[config.mk]
export PLATFORM = sky130hd
export DESIGN_NAME = aes_mix_columns_seq_flat
export DESIGN_NICKNAME = d
export VERILOG_FILES = /design/src/rtl/aes_mix_columns_seq_if.sv /design/src/rtl/aes_mix_columns_seq.sv /design/src/flat_wrapper.sv
export SDC_FILE = /design/constraint.sdc
export NUM_CORES = 1
export LEC_CHECK = 0
export ABC_AREA = 1
export CORE_ASPECT_RATIO = 0.9
export CORE_MARGIN = 2
export CORE_UTILIZATION = 50
export CTS_CLUSTER_SIZE = 40
export DETAILED_ROUTE_END_ITERATION = 10
export PLACE_DENSITY = 0.85
export SLEW_MARGIN = 20
export SYNTH_ARGS = -nofsm -noshare
export SYNTH_HDL_FRONTEND = slang
export SYNTH_SLANG_ARGS = --single-unit
[constraint.sdc]
create_clock -name clk -period 20.7 [get_ports clk]
set_clock_uncertainty 0.2 [all_clocks]
set_input_delay 4.14 -clock clk [delete_from_list [all_inputs] [get_ports clk]]
set_output_delay 4.14 -clock clk [all_outputs]
set_load 0.02 [all_outputs]
[src/rtl/aes_mix_columns_seq_if.sv]
// Block-level handshake bundle for the MixColumns engine: an input block channel
// and a result channel, each with valid/ready.
interface aes_mix_columns_seq_if;
  logic         inValid;
  logic         inReady;
  logic         inInverse;
  logic [127:0] inData;
  logic         outValid;
  logic         outReady;
  logic [127:0] outData;
  logic         outInverse;

  // Engine side
  modport slave (
    input  inValid, inInverse, inData, outReady,
    output inReady, outValid, outData, outInverse
  );

  // Producer/consumer side
  modport master (
    output inValid, inInverse, inData, outReady,
    input  inReady, outValid, outData, outInverse
  );
endinterface

[src/rtl/aes_mix_columns_seq.sv]
// Sequential AES MixColumns / InvMixColumns over a full 128-bit state, processing
// COLS_PER_CYCLE columns per clock with a registered result and valid/ready flow.
module aes_mix_columns_seq #(
  parameter int COLS_PER_CYCLE = 1
) (
  input logic                  clk,
  input logic                  rst,
  aes_mix_columns_seq_if.slave bus
);

  if (!(COLS_PER_CYCLE == 1 || COLS_PER_CYCLE == 2 || COLS_PER_CYCLE == 4)) begin : gBadCols
    $error("aes_mix_columns_seq: COLS_PER_CYCLE must be 1, 2 or 4");
  end

  localparam int         N    = 4 / COLS_PER_CYCLE;
  localparam logic [1:0] LAST = 2'(N - 1);

  typedef enum logic [1:0] {IDLE, CALC, DONE} state_t;

  state_t       stateReg;
  state_t       stateNext;
  logic [1:0]   cntReg;
  logic [127:0] workReg;
  logic [127:0] resultReg;
  logic         modeReg;
  logic         inReadyInt;
  logic         outValidInt;
  logic         accept;
  logic [31:0]  slotOut [COLS_PER_CYCLE];

  function automatic logic [7:0] xtime(input logic [7:0] a);
    return {a[6:0], 1'b0} ^ (a[7] ? 8'h1b : 8'h00);
  endfunction

  // Every coefficient used (1,2,3,9,B,D,E) fits in 4 bits, so it is built from a, 2a, 4a, 8a.
  function automatic logic [7:0] gmul(input logic [7:0] a, input logic [3:0] k);
    logic [7:0] a2;
    logic [7:0] a4;
    logic [7:0] a8;
    a2 = xtime(a);
    a4 = xtime(a2);
    a8 = xtime(a4);
    return ({8{k[0]}} & a) ^ ({8{k[1]}} & a2) ^ ({8{k[2]}} & a4) ^ ({8{k[3]}} & a8);
  endfunction

  // Both matrices are circulant: row r uses the first row rotated right by r.
  function automatic logic [31:0] mixColumn(input logic [31:0] col, input logic inv);
    logic [3:0][3:0] coef;
    logic [7:0]      acc;
    logic [31:0]     res;
    coef = inv ? {4'h9, 4'hd, 4'hb, 4'he} : {4'h1, 4'h1, 4'h3, 4'h2};
    res  = '0;
    for (int r = 0; r < 4; r++) begin
      acc = '0;
      for (int j = 0; j < 4; j++) begin
        acc = acc ^ gmul(col[31 - 8*j -: 8], coef[(j - r + 4) % 4]);
      end
      res[31 - 8*r -: 8] = acc;
    end
    return res;
  endfunction

  for (genvar gi = 0; gi < COLS_PER_CYCLE; gi++) begin : gSlot
    logic [1:0]  colIdx;
    logic [31:0] colIn;

    assign colIdx = 2'(int'(cntReg) * COLS_PER_CYCLE + gi);

    always_comb begin
      colIn = workReg[127:96];
      case (colIdx)
        2'd0: colIn = workReg[127:96];
        2'd1: colIn = workReg[95:64];
        2'd2: colIn = workReg[63:32];
        2'd3: colIn = workReg[31:0];
        default: colIn = workReg[127:96];
      endcase
    end

    assign slotOut[gi] = mixColumn(colIn, modeReg);
  end

  always_comb begin
    stateNext   = stateReg;
    inReadyInt  = 1'b0;
    outValidInt = 1'b0;
    case (stateReg)
      IDLE: begin
        inReadyInt = 1'b1;
        if (bus.inValid) stateNext = CALC;
      end
      CALC: begin
        if (cntReg == LAST) stateNext = DONE;
      end
      DONE: begin
        outValidInt = 1'b1;
        // Accepting while the result drains avoids a bubble between blocks.
        inReadyInt  = bus.outReady;
        if (bus.outReady) stateNext = bus.inValid ? CALC : IDLE;
      end
      default: stateNext = IDLE;
    endcase
  end

  assign accept = bus.inValid & inReadyInt;

  always_ff @(posedge clk or posedge rst) begin
    if (rst) begin
      stateReg <= IDLE;
      cntReg   <= 2'd0;
      workReg  <= '0;
      modeReg  <= 1'b0;
    end else begin
      stateReg <= stateNext;
      if (accept) begin
        workReg <= bus.inData;
        modeReg <= bus.inInverse;
        cntReg  <= 2'd0;
      end else if (stateReg == CALC) begin
        cntReg <= (cntReg == LAST) ? 2'd0 : cntReg + 2'd1;
      end
    end
  end

  always_ff @(posedge clk or posedge rst) begin
    if (rst) begin
      resultReg <= '0;
    end else if (stateReg == CALC) begin
      for (int c = 0; c < 4; c++) begin
        if (cntReg == 2'(c / COLS_PER_CYCLE)) begin
          resultReg[127 - 32*c -: 32] <= slotOut[c % COLS_PER_CYCLE];
        end
      end
    end
  end

  assign bus.inReady    = inReadyInt;
  assign bus.outValid   = outValidInt;
  assign bus.outData    = resultReg;
  assign bus.outInverse = modeReg;

endmodule

[src/flat_wrapper.sv]
// flat-port wrapper written by rule: the top's interface ports become plain ports
module aes_mix_columns_seq_flat 
#(
  parameter int COLS_PER_CYCLE = 1
)
  (clk, rst, bus_inValid, bus_inInverse, bus_inData, bus_outReady, bus_inReady, bus_outValid, bus_outData, bus_outInverse);
  aes_mix_columns_seq_if bus_i ();
  input logic clk;
  input logic rst;
  input wire logic [$bits(bus_i.inValid)-1:0] bus_inValid;
  input wire logic [$bits(bus_i.inInverse)-1:0] bus_inInverse;
  input wire logic [$bits(bus_i.inData)-1:0] bus_inData;
  input wire logic [$bits(bus_i.outReady)-1:0] bus_outReady;
  output wire logic [$bits(bus_i.inReady)-1:0] bus_inReady;
  output wire logic [$bits(bus_i.outValid)-1:0] bus_outValid;
  output wire logic [$bits(bus_i.outData)-1:0] bus_outData;
  output wire logic [$bits(bus_i.outInverse)-1:0] bus_outInverse;
  assign bus_i.inValid = bus_inValid;
  assign bus_i.inInverse = bus_inInverse;
  assign bus_i.inData = bus_inData;
  assign bus_i.outReady = bus_outReady;
  assign bus_inReady = bus_i.inReady;
  assign bus_outValid = bus_i.outValid;
  assign bus_outData = bus_i.outData;
  assign bus_outInverse = bus_i.outInverse;
  aes_mix_columns_seq #(.COLS_PER_CYCLE(COLS_PER_CYCLE)) u_core (.clk(clk), .rst(rst), .bus(bus_i));
endmodule
# After elaboration in Yosys (flattened, before gate mapping)
# Cells that the tools add are included.
# totals
reg_bits	261
output_inout_bits	131
word_cells	186
# classes
addsub	1
n_eq_ne	8
n_mux	24
bitwise	137
n_reduce_logical	8
# ops
cell	count
XOR 8 bit	71
AND 8 bit	64
case mux 32 bit (4 select lines)	1
two-way mux 5 bit	12
two-way mux 16 bit	1
two-way mux 2 bit	6
AND reduction 2 bit	4
XOR 8 x 5 -> 8 bit	1
== test 2 bit (second input constant)	3
case mux 2 bit (3 select lines)	1
== test 2 x 1 -> 1 bit (second input constant)	2
zero test 2 bit	2
!= test 2 bit (second input constant)	2
AND reduction 3 bit	1
adder 2 x 1 -> 2 bit (second input constant)	1
two-way mux 1 bit	2
!= test 2 x 1 -> 1 bit (second input constant)	1
case mux 1 bit (2 select lines)	1
nonzero test 2 bit	1
AND 1 bit	1

# Logic depth before layout (Yosys ltp)
# Gate-level depths: netlist of run 1.
# logic_depth
word_depth	13
mapped_depth	23
depth_no_buf	22

# Worst setup path before layout of run 1
# Ideal clock, no wire load.
# synth_timing
path_type	input port to output port
startpoint	input port bus_outReady
endpoint	output port bus_inReady
t_arrival_ns	4.547
required_ns	16.360
setup_slack_ns	11.813
stages	2
n_path_buf	0
path_cell_list	inv_1 a21oi_1
# synth_between
elab_chain_cells	1
# synth_lines
element	line	source
start: declaration	flat_wrapper.sv:13	input wire logic [$bits(bus_i.outReady)-1:0] bus_outReady;
case mux 1 bit (2 select lines)	aes_mix_columns_seq.sv:87	case (stateReg)
end: declaration	flat_wrapper.sv:14	output wire logic [$bits(bus_i.inReady)-1:0] bus_inReady;
# No other way between the ends.

# Final worst setup path of run 1
# Ends and elaborated chain as after synthesis.

==> results.py, run 1 <==
metrics = {
    "status": {
        "run_status": "finished clean",
    },
    "timing": {
        "tns_ns": 0,
        "relSlewSlack": 0.298,
        "timing.hold.ws_ns": 0.279,
        "hold_viol": 0,
        "maxSlewViolCount": 0,
        "fmax_mhz": 101,
        "fin_crit_ns": 9.91,
        "period_share": 0.479,
        "worstMarginPinSlew_ns": 1.05,
        "rsz0062_at_grt": "no",
        "setup_viol": 0,
    },
    "floorplan": {
        "start_util": 0.504,
        "die-height_um": 173,
        "core_area_um2": 31700,
        "die_area_um2": 33300,
        "rows": 62,
        "die_x_um": 192,
        "ios": 264,
    },
    "final_layout": {
        "drive_above_1_share": 0.111,
        "syn_to_final_growth_pct": 24.4,
        "n_antenna_cell": 0,
        "final_common_cell": "nand2_1",
        "nNetsFinal": 2503,
        "most-common-layout-cells": "946 x nand2_1, 263 x clkdlybuf4s50_1, 260 x dfrtp_1",
        "n_fill_cell": 2689,
    },
    "worst_setup_path": {
        "endpoint_kind": "primary output",
        "arrival_ns": 5.57,
        "timing.critical_path.buf_inv": 3,
        "slowest_stage": "clkdlybuf4s50_1",
        "max_stage_delay_ns": 0.66,
        "start_kind": "primary input",
        "cp_cell_sequence": "clkdlybuf4s50_1, inv_1, a21oi_1, clkdlybuf4s50_1",
        "worstSetupPathType": "primary input to primary output",
        "cp.required_ns": 16.36,
        "crit_fanout": 2,
        "critPathTopFamily": "buffers and inverters",
        "crit_top_cell": "clkdlybuf4s50_1",
    },
    "route": {
        "drt_wl_total_mm": 50.7,
        "firstDrtPassIters": 6,
        "routedWlPerCell_um": 18.1,
        "drc": 0,
        "drt_iter0_drc": 1455,
        "via_per_inst": 5.43,
        "vias": 15200,
        "postRouteAntennaNets": 0,
    },
    "global_route": {
        "grt-ovfl-total": 0,
        "grt_util_all_layers": 0.306,
        "grt_max_degree": 122,
        "grt_pass1_wl_mm": 80.0,
        "antenna_found_initial": 0,
        "grt_pass1_vias": 15100,
    },
    "synth": {
        "synth.cell_area_um2": 15900,
        "synth_cells": 2120,
        "synth_ff_type": "dfrtp_1",
        "ys_types": 42,
        "async_flop_share": 1.00,
        "ys_ff_latch": 261,
        "yosysSeqAreaShare": 0.410,
        "postSynthAreaPerCell_um2": 7.52,
        "synth_edf_count": 0,
        "synth.net_count": 2258,
        "yosys_warnings": 0,
    },
    "clock_tree": {
        "insertion_delay_ns": 0.56,
        "hold_buffers": 0,
        "cts-htree-levels": 1,
        "post_cts_buffers": 0,
        "cts.path.max_buffers": 3,
        "postCtsResizedCells": 0,
        "numCtsBuffers": 27,
        "root_buffer": "clkbuf_16",
        "clock-sinks": 261,
        "cts_tree": "yes",
        "clk_pin_slew_ns": 0.06,
    },
    "job": {
        "drv_cap": 0,
    },
    "placed_design": {
        "io_buffers": 263,
        "place.gp.congestion": 0.996,
        "hpwl_mm": 37.6,
    },
    "min_path": {
        "hp-class": "register to register",
    },
}
==> synthesized netlist by cell type, types with 11 or more instances <==
library cell,number,area share
nand2_1,947,0.22
dfrtp_1,261,0.41
nand3_1,217,0.068
inv_1,125,0.029
mux2_2,100,0.071
nor2_1,93,0.022
xor2_1,83,0.046
a21oi_1,36,0.011
xnor2_1,34,0.019
clkbuf_1,31,0.0073
nand2_2,22,0.0086
nor2_2,14,0.0055
inv_2,11,0.0026
nand3_2,11,0.0069
o21bai_1,11,0.0052
==> worst reg2reg max path: stages, from the launching register on <==
cell	delay, ns
dfrtp_1	0.40
inv_1	0.14
ha_1	0.76
inv_4	0.47
nand2_1	0.26
nor2_1	0.07
nor2_1	0.60
nand2_1	0.26
nand2_1	0.29
xnor2_1	0.17
xnor2_1	0.16
xor2_1	0.52
nand2_1	0.12
nand2_1	0.08
==> path summary, 6_finish.rpt <==
check / from / endpoint / slack (ns) / cells after the start
worst min-delay path: u_core.bus.outData[22] / u_core.bus.outData[22] / 0.28 / 2
worst max register to register: u_core.cntReg[0] / u_core.bus.outData[48] / 16.14 / 13
max in group asynchronous: rst / u_core.bus.outData[54] / 14.07 / 4
worst max-delay path: bus_outReady / bus_inReady / 10.79 / 4
worst min register to register: u_core.bus.outData[22] / u_core.bus.outData[22] / 0.28 / 2
min in group asynchronous: rst / u_core.workReg[23] / 3.93 / 2
==> through the flow <==
stage / setup WS, ns / area, µm² / instances / util
2_1_floorplan: 9.18 / 15900 / 2120 / -
3_3_place_gp: 10.80 / 18900 / 2752 / 0.598
3_5_place_dp: 10.80 / 18900 / 2752 / 0.598
4_1_cts: 10.80 / 19800 / 2801 / 0.627
5_1_grt: 10.75 / 19800 / 2801 / 0.627
6_report: 10.79 / 19800 / 2801 / 0.627
==> sequential cells by signal, indices dropped and copies added, names as in the netlist <==
name                   cells
u_core.cntReg              2
u_core.bus.outInverse      1
u_core.bus.outData       128
u_core.stateReg            2
u_core.workReg           128
==> layout make-up <==
| cell class | instances | area, µm² | area share |
|---|---|---|---|
| clock inverter | 9 | 104 | 0.00524 |
| multi-input combinational | 1657 | 8580 | 0.433 |
| tap | 416 | 520 | 0.0262 |
| inverter | 138 | 528 | 0.0266 |
| sequential | 261 | 6530 | 0.329 |
| clock buffer | 40 | 805 | 0.0406 |
| timing repair buffer | 280 | 2760 | 0.139 |
==> metal layers <==
metal | GRT usage | part of all wire | wire (µm)
met1 | 0.401 | 0.42 | 21200
met2 | 0.512 | 0.47 | 24000
met3 | 0.0409 | 0.064 | 3260
met4 | 0.122 | 0.044 | 2250
met5 | 0 | 0 | 0
==> logic make-up (layout without fill, tap and decap cells) <==
kind of cell	after synthesis	after routing	synth area share
AOI/OAI and AO/OA	88	88	0.0385
xor gates and xnor gates	121	121	0.0684
adders and majority gates	5	5	0.00393
buffers and inverters	202	467	0.0528
DFF	261	261	0.410
muxes	100	100	0.0707
and+or+nand+nor	1343	1343	0.356
Power of run 1 is left out: the tool's default activity adds up to more than one toggle a clock period on the data nets, which glitch-free logic cannot reach.
==> run 2: changes to the inputs <==
Clock period 20.7 ns to 10.4 ns, I/O delays scaled along.
==> run 2 against run 1 <==
Effect of this change:
- global-route usage hardly changed
- worst hold slack worse by 0.0022 ns
- cell area hardly changed
- register-to-register slack got worse by 10 ns
- via count is essentially flat
- count of clock-buffer cells in the layout up 5
- non-clock buffer count down 1
- setup slack lost 6.2 ns
- critical endpoint unchanged
- critical path depth unchanged
- sequential share of layout area is essentially flat
- die area stayed put
==> results.py, run 2 (synthesis gave the netlist of run 1 again) <==
metrics = {
    "route": {
        "firstDrtPassIters": 7,
        "drt_iter0_drc": 1289,
        "routedWlPerCell_um": 18.2,
        "via_per_inst": 5.42,
        "drc": 0,
        "drt_wl_total_mm": 50.8,
        "vias": 15200,
        "postRouteAntennaNets": 0,
    },
    "min_path": {
        "hp-class": "register to register",
    },
    "placed_design": {
        "preCtsSetupSlack_ns": 4.61,
        "io_buffers": 263,
        "place_area_um2": 18900,
        "place.gp.congestion": 1.01,
        "dp.cells": 2751,
        "hpwl_mm": 37.2,
    },
    "clock_tree": {
        "insertion_delay_ns": 0.55,
        "clock-sinks": 261,
        "post_cts_buffers": 0,
        "cts.path.max_buffers": 3,
        "root_buffer": "clkbuf_16",
        "hold_buffers": 0,
        "cts-htree-levels": 1,
        "cts_tree": "yes",
        "postCtsResizedCells": 0,
        "clk_pin_slew_ns": 0.06,
        "numCtsBuffers": 28,
    },
    "timing": {
        "fin_crit_ns": 5.80,
        "tns_ns": 0,
        "hold_viol": 0,
        "maxSlewViolCount": 0,
        "setup_viol": 0,
        "period_share": 0.557,
        "rsz0062_at_grt": "no",
        "setup_ws_ns": 4.60,
        "relSlewSlack": 0.329,
        "worstMarginPinSlew_ns": 1.01,
        "fmax_mhz": 172,
    },
    "final_layout": {
        "nNetsFinal": 2503,
        "drive_above_1_share": 0.109,
        "n_fill_cell": 2654,
        "syn_to_final_growth_pct": 24.4,
        "design_area_um2": 19800,
        "final_common_cell": "nand2_1",
        "fin_cells": 2801,
        "n_antenna_cell": 0,
        "most-common-layout-cells": "946 x nand2_1, 263 x clkdlybuf4s50_1, 260 x dfrtp_1",
    },
    "floorplan": {
        "ios": 264,
        "die-height_um": 173,
        "core_area_um2": 31700,
        "start_util": 0.504,
        "die_area_um2": 33300,
        "rows": 62,
        "die_x_um": 192,
    },
    "worst_setup_path": {
        "max_stage_delay_ns": 0.67,
        "cp.required_ns": 8.12,
        "arrival_ns": 3.52,
        "crit_top_cell": "clkdlybuf4s50_1",
        "endpoint_kind": "primary output",
        "crit_fanout": 2,
        "start_kind": "primary input",
        "worstSetupPathType": "primary input to primary output",
        "cp_cell_sequence": "clkdlybuf4s50_1, inv_1, a21oi_1, clkdlybuf4s50_1",
        "slowest_stage": "clkdlybuf4s50_1",
    },
    "global_route": {
        "antenna_found_initial": 0,
        "grt_util_all_layers": 0.306,
        "grt_pass1_vias": 14900,
        "grt_max_degree": 142,
        "grt-ovfl-total": 0,
        "grt_pass1_wl_mm": 79.8,
    },
    "status": {
        "run_status": "finished clean",
    },
    "job": {
        "drv_cap": 0,
    },
}
## run 2: changes by cell type in the layout (fill, tap and decap cells not counted)
cell | previous run | this run
buf_12 | 0 | 1
buf_4 | 17 | 15
bufinv_16 | 2 | 0
clkbuf_1 | 5 | 9
clkbuf_16 | 27 | 29
clkbuf_8 | 8 | 7
clkinv_2 | 4 | 2
clkinvlp_4 | 2 | 0
inv_6 | 1 | 3
## run 2: worst max-delay path: cells and delay by family
kind            cells  cell delay (ns)
compound gates      1             0.27
buf+inv             3             1.17
## run 2: path summary, 6_finish.rpt
path | startpoint | to | slack, ns | cells after the start
setup / recovery | bus_outReady | bus_inReady | 4.60 | 4
hold / removal | u_core.bus.outData[49] | u_core.bus.outData[49] | 0.28 | 2
setup reg to reg | u_core.cntReg[0] | u_core.bus.outData[80] | 5.85 | 13
hold reg to reg | u_core.bus.outData[49] | u_core.bus.outData[49] | 0.28 | 2
max in group asynchronous | rst | u_core.bus.outData[51] | 6.86 | 3
min in group asynchronous | rst | u_core.workReg[22] | 1.89 | 2
## run 2: routing by layer
metal,GRT usage,wire length (µm),vias to the layer above
met5,0,0,-
met4,0.124,2320,0
met3,0.0435,3650,131
met2,0.509,24000,624
met1,0.403,20900,7267
li1,-,-,7168
## run 2: final cells by class
type	count	area (µm²)	share of cell area
sequential	261	6530	0.330
clock inverter	5	36.3	0.00183
inverter	138	528	0.0266
tap	416	520	0.0263
clock buffer	45	856	0.0432
multi-input combinational	1657	8580	0.433
timing repair buffer	279	2770	0.140
## run 2: stage by stage
step,utilization,hold slack (ns)
2_1_floorplan,-,0.278
3_3_place_gp,0.598,0.262
3_5_place_dp,0.598,0.264
4_1_cts,0.626,0.281
5_1_grt,0.626,0.304
6_report,0.626,0.277
Power of run 2 is left out for the same reason.
